<file path="src/rtl/aes_pkg.sv">
// Shared constants and state type for the AES job sequencer.
package aes_pkg;

  localparam int WORDSIZE    = 64;
  localparam int KEY_WORDS   = 4;
  localparam int BLOCK_WORDS = 2;
  localparam int NBLK_W      = 16;

  typedef enum logic [1:0] {
    IDLE = 2'd0,
    KEY  = 2'd1,
    RUN  = 2'd2,
    DONE = 2'd3
  } state_t;

  // Number of stream words a job of nblocks blocks moves in each direction.
  function automatic logic [NBLK_W:0] job_words(input logic [NBLK_W-1:0] nblocks);
    return (NBLK_W+1)'(nblocks) * (NBLK_W+1)'(BLOCK_WORDS);
  endfunction

endpackage

</file>
<file path="src/rtl/aes_job_ctrl.sv">
// Job-level sequencer in front of the AES-256 stream engine. One command
// starts a job (optional key load plus N blocks); the key, block and result
// streams are gated combinationally and counted so the job can finish once
// the last result word has been accepted by the sink.
module aes_job_ctrl
  import aes_pkg::*;
(
  input  logic                clk_i,
  input  logic                rst_i,

  input  logic                cmd_valid_i,
  output logic                cmd_ready_o,
  input  logic                cmd_rekey_i,
  input  logic [NBLK_W-1:0]   cmd_nblocks_i,

  input  logic [WORDSIZE-1:0] src_key_data_i,
  input  logic                src_key_valid_i,
  output logic                src_key_ready_o,

  input  logic [WORDSIZE-1:0] src_blk_data_i,
  input  logic                src_blk_valid_i,
  output logic                src_blk_ready_o,

  output logic [WORDSIZE-1:0] eng_key_data_o,
  output logic                eng_key_valid_o,
  input  logic                eng_key_ready_i,

  output logic [WORDSIZE-1:0] eng_blk_data_o,
  output logic                eng_blk_valid_o,
  input  logic                eng_blk_ready_i,

  input  logic [WORDSIZE-1:0] eng_res_data_i,
  input  logic                eng_res_valid_i,
  output logic                eng_res_ready_o,

  output logic [WORDSIZE-1:0] dst_data_o,
  output logic                dst_valid_o,
  input  logic                dst_ready_i,

  output logic                busy_o,
  output logic                done_o,
  output logic [NBLK_W-1:0]   res_blocks_o
);

  localparam int KCNT_W = (KEY_WORDS   > 1) ? $clog2(KEY_WORDS)   : 1;
  localparam int BCNT_W = (BLOCK_WORDS > 1) ? $clog2(BLOCK_WORDS) : 1;
  localparam int WCNT_W = NBLK_W + 1;

  state_t              state_q;
  state_t              state_d;
  logic [NBLK_W-1:0]   nblocks_q;
  logic [KCNT_W-1:0]   key_cnt_q;
  logic [WCNT_W-1:0]   in_cnt_q;
  logic [WCNT_W-1:0]   out_cnt_q;
  logic [BCNT_W-1:0]   blk_word_cnt_q;
  logic [NBLK_W-1:0]   res_blocks_q;
  logic [WCNT_W-1:0]   target;

  logic                key_phase;
  logic                blk_phase;
  logic                res_en;
  logic                cmd_hs;
  logic                key_hs;
  logic                blk_hs;
  logic                res_hs;
  logic                key_last;
  logic                out_last;
  logic                blk_word_last;

  // Phase qualifiers: block input closes once all words of the job are in,
  // results flow for the whole RUN state.
  assign target    = job_words(nblocks_q);
  assign key_phase = (state_q == KEY);
  assign blk_phase = (state_q == RUN) && (in_cnt_q != target);
  assign res_en    = (state_q == RUN);

  // Status outputs decode straight from the state register.
  assign cmd_ready_o  = (state_q == IDLE);
  assign busy_o       = (state_q == KEY) || (state_q == RUN);
  assign done_o       = (state_q == DONE);
  assign res_blocks_o = res_blocks_q;

  // Combinational stream gating; no data is registered on any path.
  assign eng_key_data_o  = src_key_data_i;
  assign eng_key_valid_o = src_key_valid_i & key_phase;
  assign src_key_ready_o = eng_key_ready_i & key_phase;

  assign eng_blk_data_o  = src_blk_data_i;
  assign eng_blk_valid_o = src_blk_valid_i & blk_phase;
  assign src_blk_ready_o = eng_blk_ready_i & blk_phase;

  assign dst_data_o      = eng_res_data_i;
  assign dst_valid_o     = eng_res_valid_i & res_en;
  assign eng_res_ready_o = dst_ready_i & res_en;

  // Transfer strobes and the "last word" conditions that drive the FSM.
  assign cmd_hs        = cmd_valid_i & cmd_ready_o;
  assign key_hs        = eng_key_valid_o & eng_key_ready_i;
  assign blk_hs        = eng_blk_valid_o & eng_blk_ready_i;
  assign res_hs        = dst_valid_o & dst_ready_i;
  assign key_last      = key_hs && (key_cnt_q == KCNT_W'(KEY_WORDS - 1));
  assign out_last      = res_hs && ((out_cnt_q + WCNT_W'(1)) == target);
  assign blk_word_last = (blk_word_cnt_q == BCNT_W'(BLOCK_WORDS - 1));

  // State register.
  always_ff @(posedge clk_i) begin
    if (rst_i) begin
      state_q <= IDLE;
    end else begin
      state_q <= state_d;
    end
  end

  // Next-state logic; the rekey/zero-block routing is decided from the
  // command fields at the handshake so no rekey flag needs to be kept.
  always_comb begin
    state_d = state_q;
    case (state_q)
      IDLE: begin
        if (cmd_hs) begin
          if (cmd_rekey_i) begin
            state_d = KEY;
          end else if (cmd_nblocks_i != '0) begin
            state_d = RUN;
          end else begin
            state_d = DONE;
          end
        end
      end
      KEY: begin
        if (key_last) begin
          state_d = (nblocks_q != '0) ? RUN : DONE;
        end
      end
      RUN: begin
        if (out_last) begin
          state_d = DONE;
        end
      end
      DONE: begin
        state_d = IDLE;
      end
      default: begin
        state_d = IDLE;
      end
    endcase
  end

  // Latch the block count of the accepted command.
  always_ff @(posedge clk_i) begin
    if (rst_i) begin
      nblocks_q <= '0;
    end else if (cmd_hs) begin
      nblocks_q <= cmd_nblocks_i;
    end
  end

  // Key word counter, wraps after the last word of a key.
  always_ff @(posedge clk_i) begin
    if (rst_i || cmd_hs) begin
      key_cnt_q <= '0;
    end else if (key_hs) begin
      key_cnt_q <= key_last ? '0 : key_cnt_q + KCNT_W'(1);
    end
  end

  // Plaintext words handed to the engine in this job.
  always_ff @(posedge clk_i) begin
    if (rst_i || cmd_hs) begin
      in_cnt_q <= '0;
    end else if (blk_hs) begin
      in_cnt_q <= in_cnt_q + WCNT_W'(1);
    end
  end

  // Result words handed to the sink in this job.
  always_ff @(posedge clk_i) begin
    if (rst_i || cmd_hs) begin
      out_cnt_q <= '0;
    end else if (res_hs) begin
      out_cnt_q <= out_cnt_q + WCNT_W'(1);
    end
  end

  // Completed-block count: one more every BLOCK_WORDS result words.
  always_ff @(posedge clk_i) begin
    if (rst_i || cmd_hs) begin
      blk_word_cnt_q <= '0;
      res_blocks_q   <= '0;
    end else if (res_hs) begin
      if (blk_word_last) begin
        blk_word_cnt_q <= '0;
        res_blocks_q   <= res_blocks_q + NBLK_W'(1);
      end else begin
        blk_word_cnt_q <= blk_word_cnt_q + BCNT_W'(1);
      end
    end
  end

endmodule
</file>
<file path="config.mk">
export PLATFORM = sky130hd
export DESIGN_NAME = aes_job_ctrl
export DESIGN_NICKNAME = d
export VERILOG_FILES = /design/src/rtl/aes_pkg.sv /design/src/rtl/aes_job_ctrl.sv
export SDC_FILE = /design/constraint.sdc
export NUM_CORES = 1
export LEC_CHECK = 0
export CORE_AREA = 2 2 167 169
export DETAILED_ROUTE_END_ITERATION = 6
export DIE_AREA = 0 0 169 171
export GPL_ROUTABILITY_DRIVEN = 0
export PLACE_DENSITY = 0.6
export SYNTH_ARGS = -nofsm -noshare
export SYNTH_HDL_FRONTEND = slang
export SYNTH_SLANG_ARGS = --single-unit
</file>
<file path="constraint.sdc">
create_clock -name clk_i -period 3.84 [get_ports clk_i]
set_input_delay 1.152 -clock clk_i [delete_from_list [all_inputs] [get_ports clk_i]]
set_output_delay 1.152 -clock clk_i [all_outputs]
set_load 0.005 [all_outputs]
</file>
# After elaboration in Yosys (flattened, before gate mapping)
# Cells that the tools add are included.
# word_totals
inputBits,218
romBits,0
out_inout_bits,217
ff_bits,71
latchBits,0
n_memories,0
elab_cells,50
ramBits,0
# op_classes
n_div,0
order_cmp,0
bitwise_logic,10
shifts,0
n_reduce_logical,10
n_mux,9
n_mul,0
eq_ne,9
add_sub_neg,5
# ops
op,count
17-bit by 1-bit adder with 17-bit output (second input constant),2
16-bit nonzero test,2
17-bit == test,1
17-bit inequality test,1
16-bit by 1-bit adder with 16-bit output (second input constant),1
1-bit AND,10
2-bit 2-to-1 mux,5
2-bit one-hot mux with 4 select lines,1
2-bit == test (second input constant),3
2-bit by 1-bit inequality test with 1-bit output (second input constant),3
1-bit logical AND,3
1-bit 2-to-1 mux,3
3-bit AND reduction,1
2-bit by 1-bit adder with 2-bit output (second input constant),1
2-bit by 1-bit == test with 1-bit output (second input constant),1
2-bit logical NOT,1
1-bit logical OR,2
2-bit AND reduction,1
1-bit adder (second input constant),1

# Logic depth before layout (Yosys ltp)
# Gate-level depths: netlist of run 1.
# logic_depth
word_depth,6
mapped_depth,11
depth_no_buf,9

# Least setup slack after synthesis of run 1
# No wires, ideal clock.
# synth_timing
kind,input to register
from,input port dst_ready_i
to,register res_blocks_q[13] (netlist: res_blocks_o[13])
arrival_ps,2646
setup_slack_ps,1067
cell_stages,9
setup_time_ps,128
required_ps,3712
n_path_buf,2
path_cell_list,and3_1 > buf_2 > and2_1 > buf_1 > nand4_1 > nor3_1 > nand3_1 > xor2_1 > nor2_1
# synth_between
elab_chain_len,2
# synth_rtl
element,line,source
from (decl),aes_job_ctrl.sv:38,"input logic dst_ready_i,"
1-bit AND,aes_job_ctrl.sv:100,assign res_hs = dst_valid_o & dst_ready_i;
2-bit AND reduction (no source line),n/a,
to (signal assigned),aes_job_ctrl.sv:193,res_blocks_q <= res_blocks_q + NBLK_W'(1);
to (decl),aes_job_ctrl.sv:56,logic [NBLK_W-1:0] res_blocks_q;
# Every way passes these cells.
# A chain may end at the register's enable or synchronous reset.

# Worst setup path in the final report of run 1
# layout_timing
from,register nblocks_q[13]
to,output port src_blk_ready_o
# layout_between
elab_chain_len,3
# layout_rtl
element,line,source
from (decl),aes_job_ctrl.sv:51,logic [NBLK_W-1:0] nblocks_q;
from (signal assigned),aes_job_ctrl.sv:154,nblocks_q <= cmd_nblocks_i;
17-bit inequality test,aes_job_ctrl.sv:74,assign blk_phase = (state_q == RUN) && (in_cnt_q != target);
1-bit logical AND,aes_job_ctrl.sv:74,
1-bit AND,aes_job_ctrl.sv:90,assign src_blk_ready_o = eng_blk_ready_i & blk_phase;
to (decl),aes_job_ctrl.sv:22,"output logic src_blk_ready_o,"
# Every way passes these cells.

==> results of run 1 <==
==> sequential cells by signal (all words and copies together), names as in the netlist <==
register and count:
in_cnt_q 17, out_cnt_q 17, nblocks_q 16, res_blocks_o 16, key_cnt_q 2, state_q 2, blk_word_cnt_q 1
==> worst reg2reg max path: cells and delay by family, from the launching register on <==
kind	cells	cell delay (ps)
AO/OA/AOI/OAI	2	590
adder cells (fa/ha/maj)	1	320
flip-flops	1	420
multiplexers	1	350
AND/OR/NAND/NOR	4	1020
==> cell families after synthesis <==
family,count (synthesis)
buffers and inverters,226
and+or+nand+nor,222
xor gates and xnor gates,74
DFF,71
AOI/OAI and AO/OA,61
adders and majority gates,8
muxes,6
==> routing by layer <==
| metal | GRT usage (%) | part of all wire, % |
|---|---|---|
| met1 | 8.94 | 39 |
| met2 | 12.8 | 44 |
| met3 | 3.42 | 9.3 |
| met4 | 7.92 | 7.4 |
| met5 | 0 | 0 |
==> worst max-delay path by stage <==
stage                     from          endpoint  slack (ps)  cells after the start
6_report         nblocks_q[13]   src_blk_ready_o         270                      6
5_1_grt          nblocks_q[12]   eng_blk_valid_o          90                      6
4_1_cts          nblocks_q[13]   src_blk_ready_o          70                      6
3_5_place_dp   eng_key_ready_i   src_key_ready_o         410                      3
3_3_place_gp   eng_key_ready_i   src_key_ready_o         420                      3
2_1_floorplan      dst_ready_i  res_blocks_o[13]        1070                      9
==> metrics by stage <==
| step | power, mW | utilization [%] | std cells | area (um^2) | hold WS (ps) |
|---|---|---|---|---|---|
| 3_3_place_gp | 1.37 | 17.5 | 859 | 4780 | 480 |
| 4_1_cts | 2.22 | 18.5 | 875 | 5070 | 499 |
| 5_1_grt | 2.30 | 18.5 | 875 | 5070 | 530 |
| 3_5_place_dp | 1.38 | 17.5 | 859 | 4780 | 490 |
| 2_1_floorplan | 1.32 | - | 668 | 5330 | 468 |
| 6_report | 2.18 | 18.5 | 875 | 5070 | 494 |
==> Yosys cell counts, drive strengths merged, types with 2 or more instances <==
| cell type | instances | area, um^2 |
|---|---|---|
| buf | 199 | 1500 |
| dfxtp | 71 | 1420 |
| nand2 | 56 | 210 |
| nor2 | 52 | 195 |
| xnor2 | 43 | 377 |
| a21oi | 33 | 165 |
| xor2 | 31 | 272 |
| nand3 | 25 | 135 |
| nand4 | 20 | 131 |
| clkbuf | 18 | 100 |
| o21ai | 14 | 70.1 |
| or3 | 13 | 81.3 |
| and2 | 10 | 62.6 |
| nor3 | 10 | 55.1 |
| nor4 | 10 | 62.6 |
| and3 | 9 | 57.6 |
| inv | 9 | 33.8 |
| ha | 8 | 100 |
| mux2i | 5 | 50.1 |
| nor2b | 4 | 25.0 |
| a41oi | 2 | 17.5 |
| and2b | 2 | 16.3 |
| and4 | 2 | 17.5 |
| nand2b | 2 | 12.5 |
| o211ai | 2 | 15.0 |
| o31ai | 2 | 20.0 |
| or2b | 2 | 17.5 |
==> power by group <==
group	internal, mW	switching (mW)
sequential	0.774	0.0510
combinational	0.246	0.279
clock	0.465	0.364
==> cell type report <==
class	instances	area, um^2	share of cell area, %
Clock buffer	10	239	4.72
Clock inverter	6	52.6	1.04
Inverter	9	33.8	0.667
Multi-Input combinational cell	371	2280	45.1
Sequential cell	71	1420	28.0
Tap cell	346	433	8.54
Timing Repair Buffer	62	603	11.9
==> flow_summary.json, run 1 <==
{
  "outcome": "finished, final reports clean",
  "worst_path_max_delay_cell": "nor4_1",
  "worstPathCellList": "xnor2_1, nand4_1, nor4_1, a21boi_1, and2_1, clkdlybuf4s50_1",
  "cts_hold_buf": 0,
  "synthCells": 668,
  "synthAdderAreaFrac_pct": 1.88,
  "yosys.area_share.simple_pct": 21.0,
  "fillCellCount": 3073,
  "n_antenna_cell": 0,
  "startpoint_type": "register",
  "synth-edff-count": 0,
  "hold_class": "register to register",
  "final_cell_mix": "dfxtp_1, nand2_1, nor2_1",
  "antenna_violating_nets_post_route": 0,
  "antenna_found_initial": 0,
  "place_ws_ps": 411,
  "synth_warnings": 0,
  "cap_violations": 0,
  "synth_top_family_by_area": "buffers and inverters",
  "firstDrtPassIters": 5,
  "setup_viol": 0,
  "reg2reg_from": "out_cnt_q[0]",
  "placeableCoreArea_um2": 27300,
  "reg2reg_depth": 8,
  "dieArea_um2": 28900,
  "tightest_slew_ps": 540,
  "r2r_end": "state_q[1]",
  "path_buf_inv": 1,
  "remaining_drc_errors": 0,
  "port_buffers": 50,
  "grt_pass1_wl_um": 18800,
  "ys_seq_elements": 71,
  "fin_skew_ps": 5.27,
  "synth.cell_area_um2": 5330,
  "ctsResizeCount": 0,
  "min_period_ps": 3570,
  "min_to": "res_blocks_o[5]",
  "ys.flop_type": "dfxtp_1",
  "max-clock-path-buffers": 2,
  "muxShareOfSynthArea_pct": 1.15,
  "min_period_over_period_pct": 93.1,
  "finalSetupTns_ps": 0,
  "hold_violations": 0,
  "cts_made_buffers": 9,
  "io_pins": 435,
  "relSlewSlack_pct": 63.9,
  "slew_viol_final": 0,
  "worst_slack_ps": 265,
  "insertion_delay_ps": 340,
  "path_class": "register to output port",
  "gr-total-overflow": 0,
  "pwr_density_cell_nw_per_um2": 430,
  "grt_pass1_vias": 3482,
  "ys_types": 52,
  "viasPerCell": 4.19,
  "totalWireLength_um": 12100,
  "wl_per_cell_um": 13.9,
  "num_rows": 61,
  "die_y_um": 171,
  "fin_nets": 750,
  "critical_path_required_ps": 2690,
  "r2r_setup_slack_ps": 1020,
  "fmax_mhz": 280,
  "clkTransAtPathRegs_ps": 70,
  "die_w_um": 169,
  "critPathTopFamily": "simple AND/OR/NAND/NOR gates",
  "htree_levels": 3,
  "vias": 3668,
  "cts_sinks": 71,
  "grt_max_degree": 54,
  "tritoncts": "built",
  "hold_start": "res_blocks_o[5]",
  "slowest_delay_ps": 480,
  "start_util_pct": 19.5,
  "end_kind": "output port",
  "ir_drop_mv": 0.201,
  "synthXorXnorAreaFrac_pct": 12.2,
  "drtIter0Drc": 201,
  "cts_setup_buffers": 0,
  "synth_nets": 894,
  "hpwl_um": 9220,
  "p_leak_nw": 1.65,
  "layout-drive-gt1-share_pct": 7.37,
  "area_growth_syn_to_layout_pct": -5.00,
  "grt_usage_pct": 8.44,
  "synth-compound-area-share_pct": 6.64,
  "root_buffer": "clkbuf_16",
  "critPathMaxFanout": 4,
  "worstHoldPathCells": 2,
  "syn_avg_cell_area_um2": 7.98,
  "async_flop_share_pct": 0,
  "ys_seq_area_share_pct": 26.6,
  "arrival_ps": 2420,
  "rsz0062_at_grt": "no",
  "final_common_cell": "dfxtp_1"
}
(Power assumes the default switching activity.)
==> run 2: changes to the inputs <==
==> constraint.sdc (replaced) <==
create_clock -name clk_i -period 3.5 [get_ports clk_i]
set_input_delay 1.05 -clock clk_i [delete_from_list [all_inputs] [get_ports clk_i]]
set_output_delay 1.05 -clock clk_i [all_outputs]
set_load 0.1 [all_outputs]
==> flow_summary.json, run 2 (synthesis results as in run 1) <==
{
  "outcome": "finished, final reports clean",
  "relSlewSlack_pct": 61.5,
  "die_y_um": 171,
  "reg2reg_depth": 8,
  "grt_pass1_vias": 3539,
  "hold_class": "register to register",
  "worstPathCellList": "xnor2_1, nand4_1, nor4_2, a21boi_0, and2_1, buf_12",
  "switching_share_pct": 37.5,
  "area_growth_syn_to_layout_pct": -5.40,
  "grt_max_degree": 54,
  "slew_viol_final": 0,
  "gr-total-overflow": 0,
  "antenna_violating_nets_post_route": 0,
  "power.switching_mw": 0.980,
  "antenna_found_initial": 0,
  "end_kind": "output port",
  "die_w_um": 169,
  "r2r_end": "state_q[1]",
  "root_buffer": "clkbuf_16",
  "drtIter0Drc": 167,
  "finalPower_mw": 2.62,
  "clkTransAtPathRegs_ps": 60,
  "fmax_mhz": 312,
  "pwr-share-comb_pct": 32.5,
  "path_class": "register to output port",
  "min_period_ps": 3200,
  "startpoint_type": "register",
  "tightest_slew_ps": 573,
  "final_cell_mix": "dfxtp_1, nand2_1, nor2_1",
  "max-clock-path-buffers": 2,
  "hold_violations": 0,
  "final_common_cell": "dfxtp_1",
  "p_leak_nw": 1.69,
  "cap_violations": 0,
  "setup_viol": 0,
  "cts_sinks": 71,
  "num_rows": 61,
  "tritoncts": "built",
  "finalSetupTns_ps": 0,
  "top_regs": "in_cnt_q: 17 flops, out_cnt_q: 17 flops",
  "reg2reg_from": "out_cnt_q[0]",
  "seqPwrFrac_pct": 34.6,
  "io_pins": 435,
  "wl_per_cell_um": 14.2,
  "viasPerCell": 4.09,
  "placeableCoreArea_um2": 27300,
  "p_clk_share_pct": 32.9,
  "arrival_ps": 2150,
  "htree_levels": 3,
  "critPathMaxFanout": 6,
  "crit_path_end": "eng_blk_valid_o",
  "remaining_drc_errors": 0,
  "rsz0062_at_grt": "no",
  "grt_usage_pct": 8.69,
  "layout-drive-gt1-share_pct": 11.6,
  "fin_nets": 747,
  "critical_path_required_ps": 2450,
  "internal_power_mw": 1.64,
  "hpwl_um": 9550,
  "totalWireLength_um": 12400,
  "cp-startpoint": "in_cnt_q[5]",
  "pwr_density_cell_nw_per_um2": 519,
  "r2r_setup_slack_ps": 610,
  "multiInputGateArea_um2": 2290,
  "min_period_over_period_pct": 91.5,
  "port_buffers": 50,
  "insertion_delay_ps": 340,
  "n_antenna_cell": 0,
  "worst_path_max_delay_cell": "dfxtp_1",
  "grt_pass1_wl_um": 19100,
  "fin_skew_ps": 5.06,
  "start_util_pct": 19.5,
  "slowest_delay_ps": 440,
  "firstDrtPassIters": 4,
  "dieArea_um2": 28900,
  "fillCellCount": 3074,
  "vias": 3566,
  "ir_drop_mv": 0.201,
  "cts_made_buffers": 9,
  "regArea_um2": 1420
}
-- run 2: power by group through the flow --
stage | Sequential (mW) | Combinational (mW) | Clock [mW]
floorplan | 0.904 | 1.64 | 0
global placement | 0.921 | 0.857 | 0
detailed placement | 0.923 | 0.857 | 0
CTS | 0.905 | 0.859 | 0.896
global route | 0.912 | 0.919 | 0.916
finish | 0.906 | 0.850 | 0.860
-- run 2: worst min-delay path by stage --
stage / from / endpoint / slack [ps] / cells past startpoint
2_1_floorplan: key_cnt_q[1] / key_cnt_q[1] / 470 / 2
3_3_place_gp: res_blocks_o[7] / res_blocks_o[7] / 480 / 2
3_5_place_dp: res_blocks_o[5] / res_blocks_o[5] / 490 / 2
4_1_cts: res_blocks_o[5] / res_blocks_o[5] / 500 / 2
5_1_grt: key_cnt_q[1] / key_cnt_q[1] / 530 / 2
6_report: res_blocks_o[5] / res_blocks_o[5] / 500 / 2
-- run 2: worst max-delay path, delay by kind of cell (launching register included) --
family	cells	cell delay (ps)
compound gates	1	280
buf+inv	1	170
xor+xnor	1	150
simple gates	3	780
flops	1	440
-- run 2: through the flow --
step	cell area [um^2]	hold WS, ps	instances	utilization, %	worst slack, ps
3_5_place_dp	4770	492	856	17.4	354
3_3_place_gp	4770	481	856	17.4	317
2_1_floorplan	5330	468	668	-	579
5_1_grt	5050	527	871	18.5	118
4_1_cts	5040	500	871	18.4	64.1
6_report	5050	497	871	18.5	296
-- run 2: layout make-up --
| cell class | count | area share (%) |
|---|---|---|
| flip-flops and latches | 71 | 28.2 |
| inverters | 9 | 0.669 |
| clock inverters | 5 | 0.694 |
| repair buffers | 59 | 11.8 |
| well taps | 346 | 8.58 |
| clock buffers | 10 | 4.74 |
| multi-input cells | 371 | 45.4 |
-- run 2: repair_timing --
item / CTS / global route
setup endpoints to repair: 0 / 2
resized for setup: 0 / 1
hold buffers: 0 / 0
buffers inserted: 0 / 0
endpoints found under the hold margin: 0 / 0
-- run 2: layer usage --
| layer | wire length, um | global-route usage (%) |
|---|---|---|
| met3 | 1070 | 3.68 |
| met2 | 5820 | 14.1 |
| met1 | 4710 | 8.66 |
| met4 | 810 | 7.32 |
| met5 | 0 | 0 |
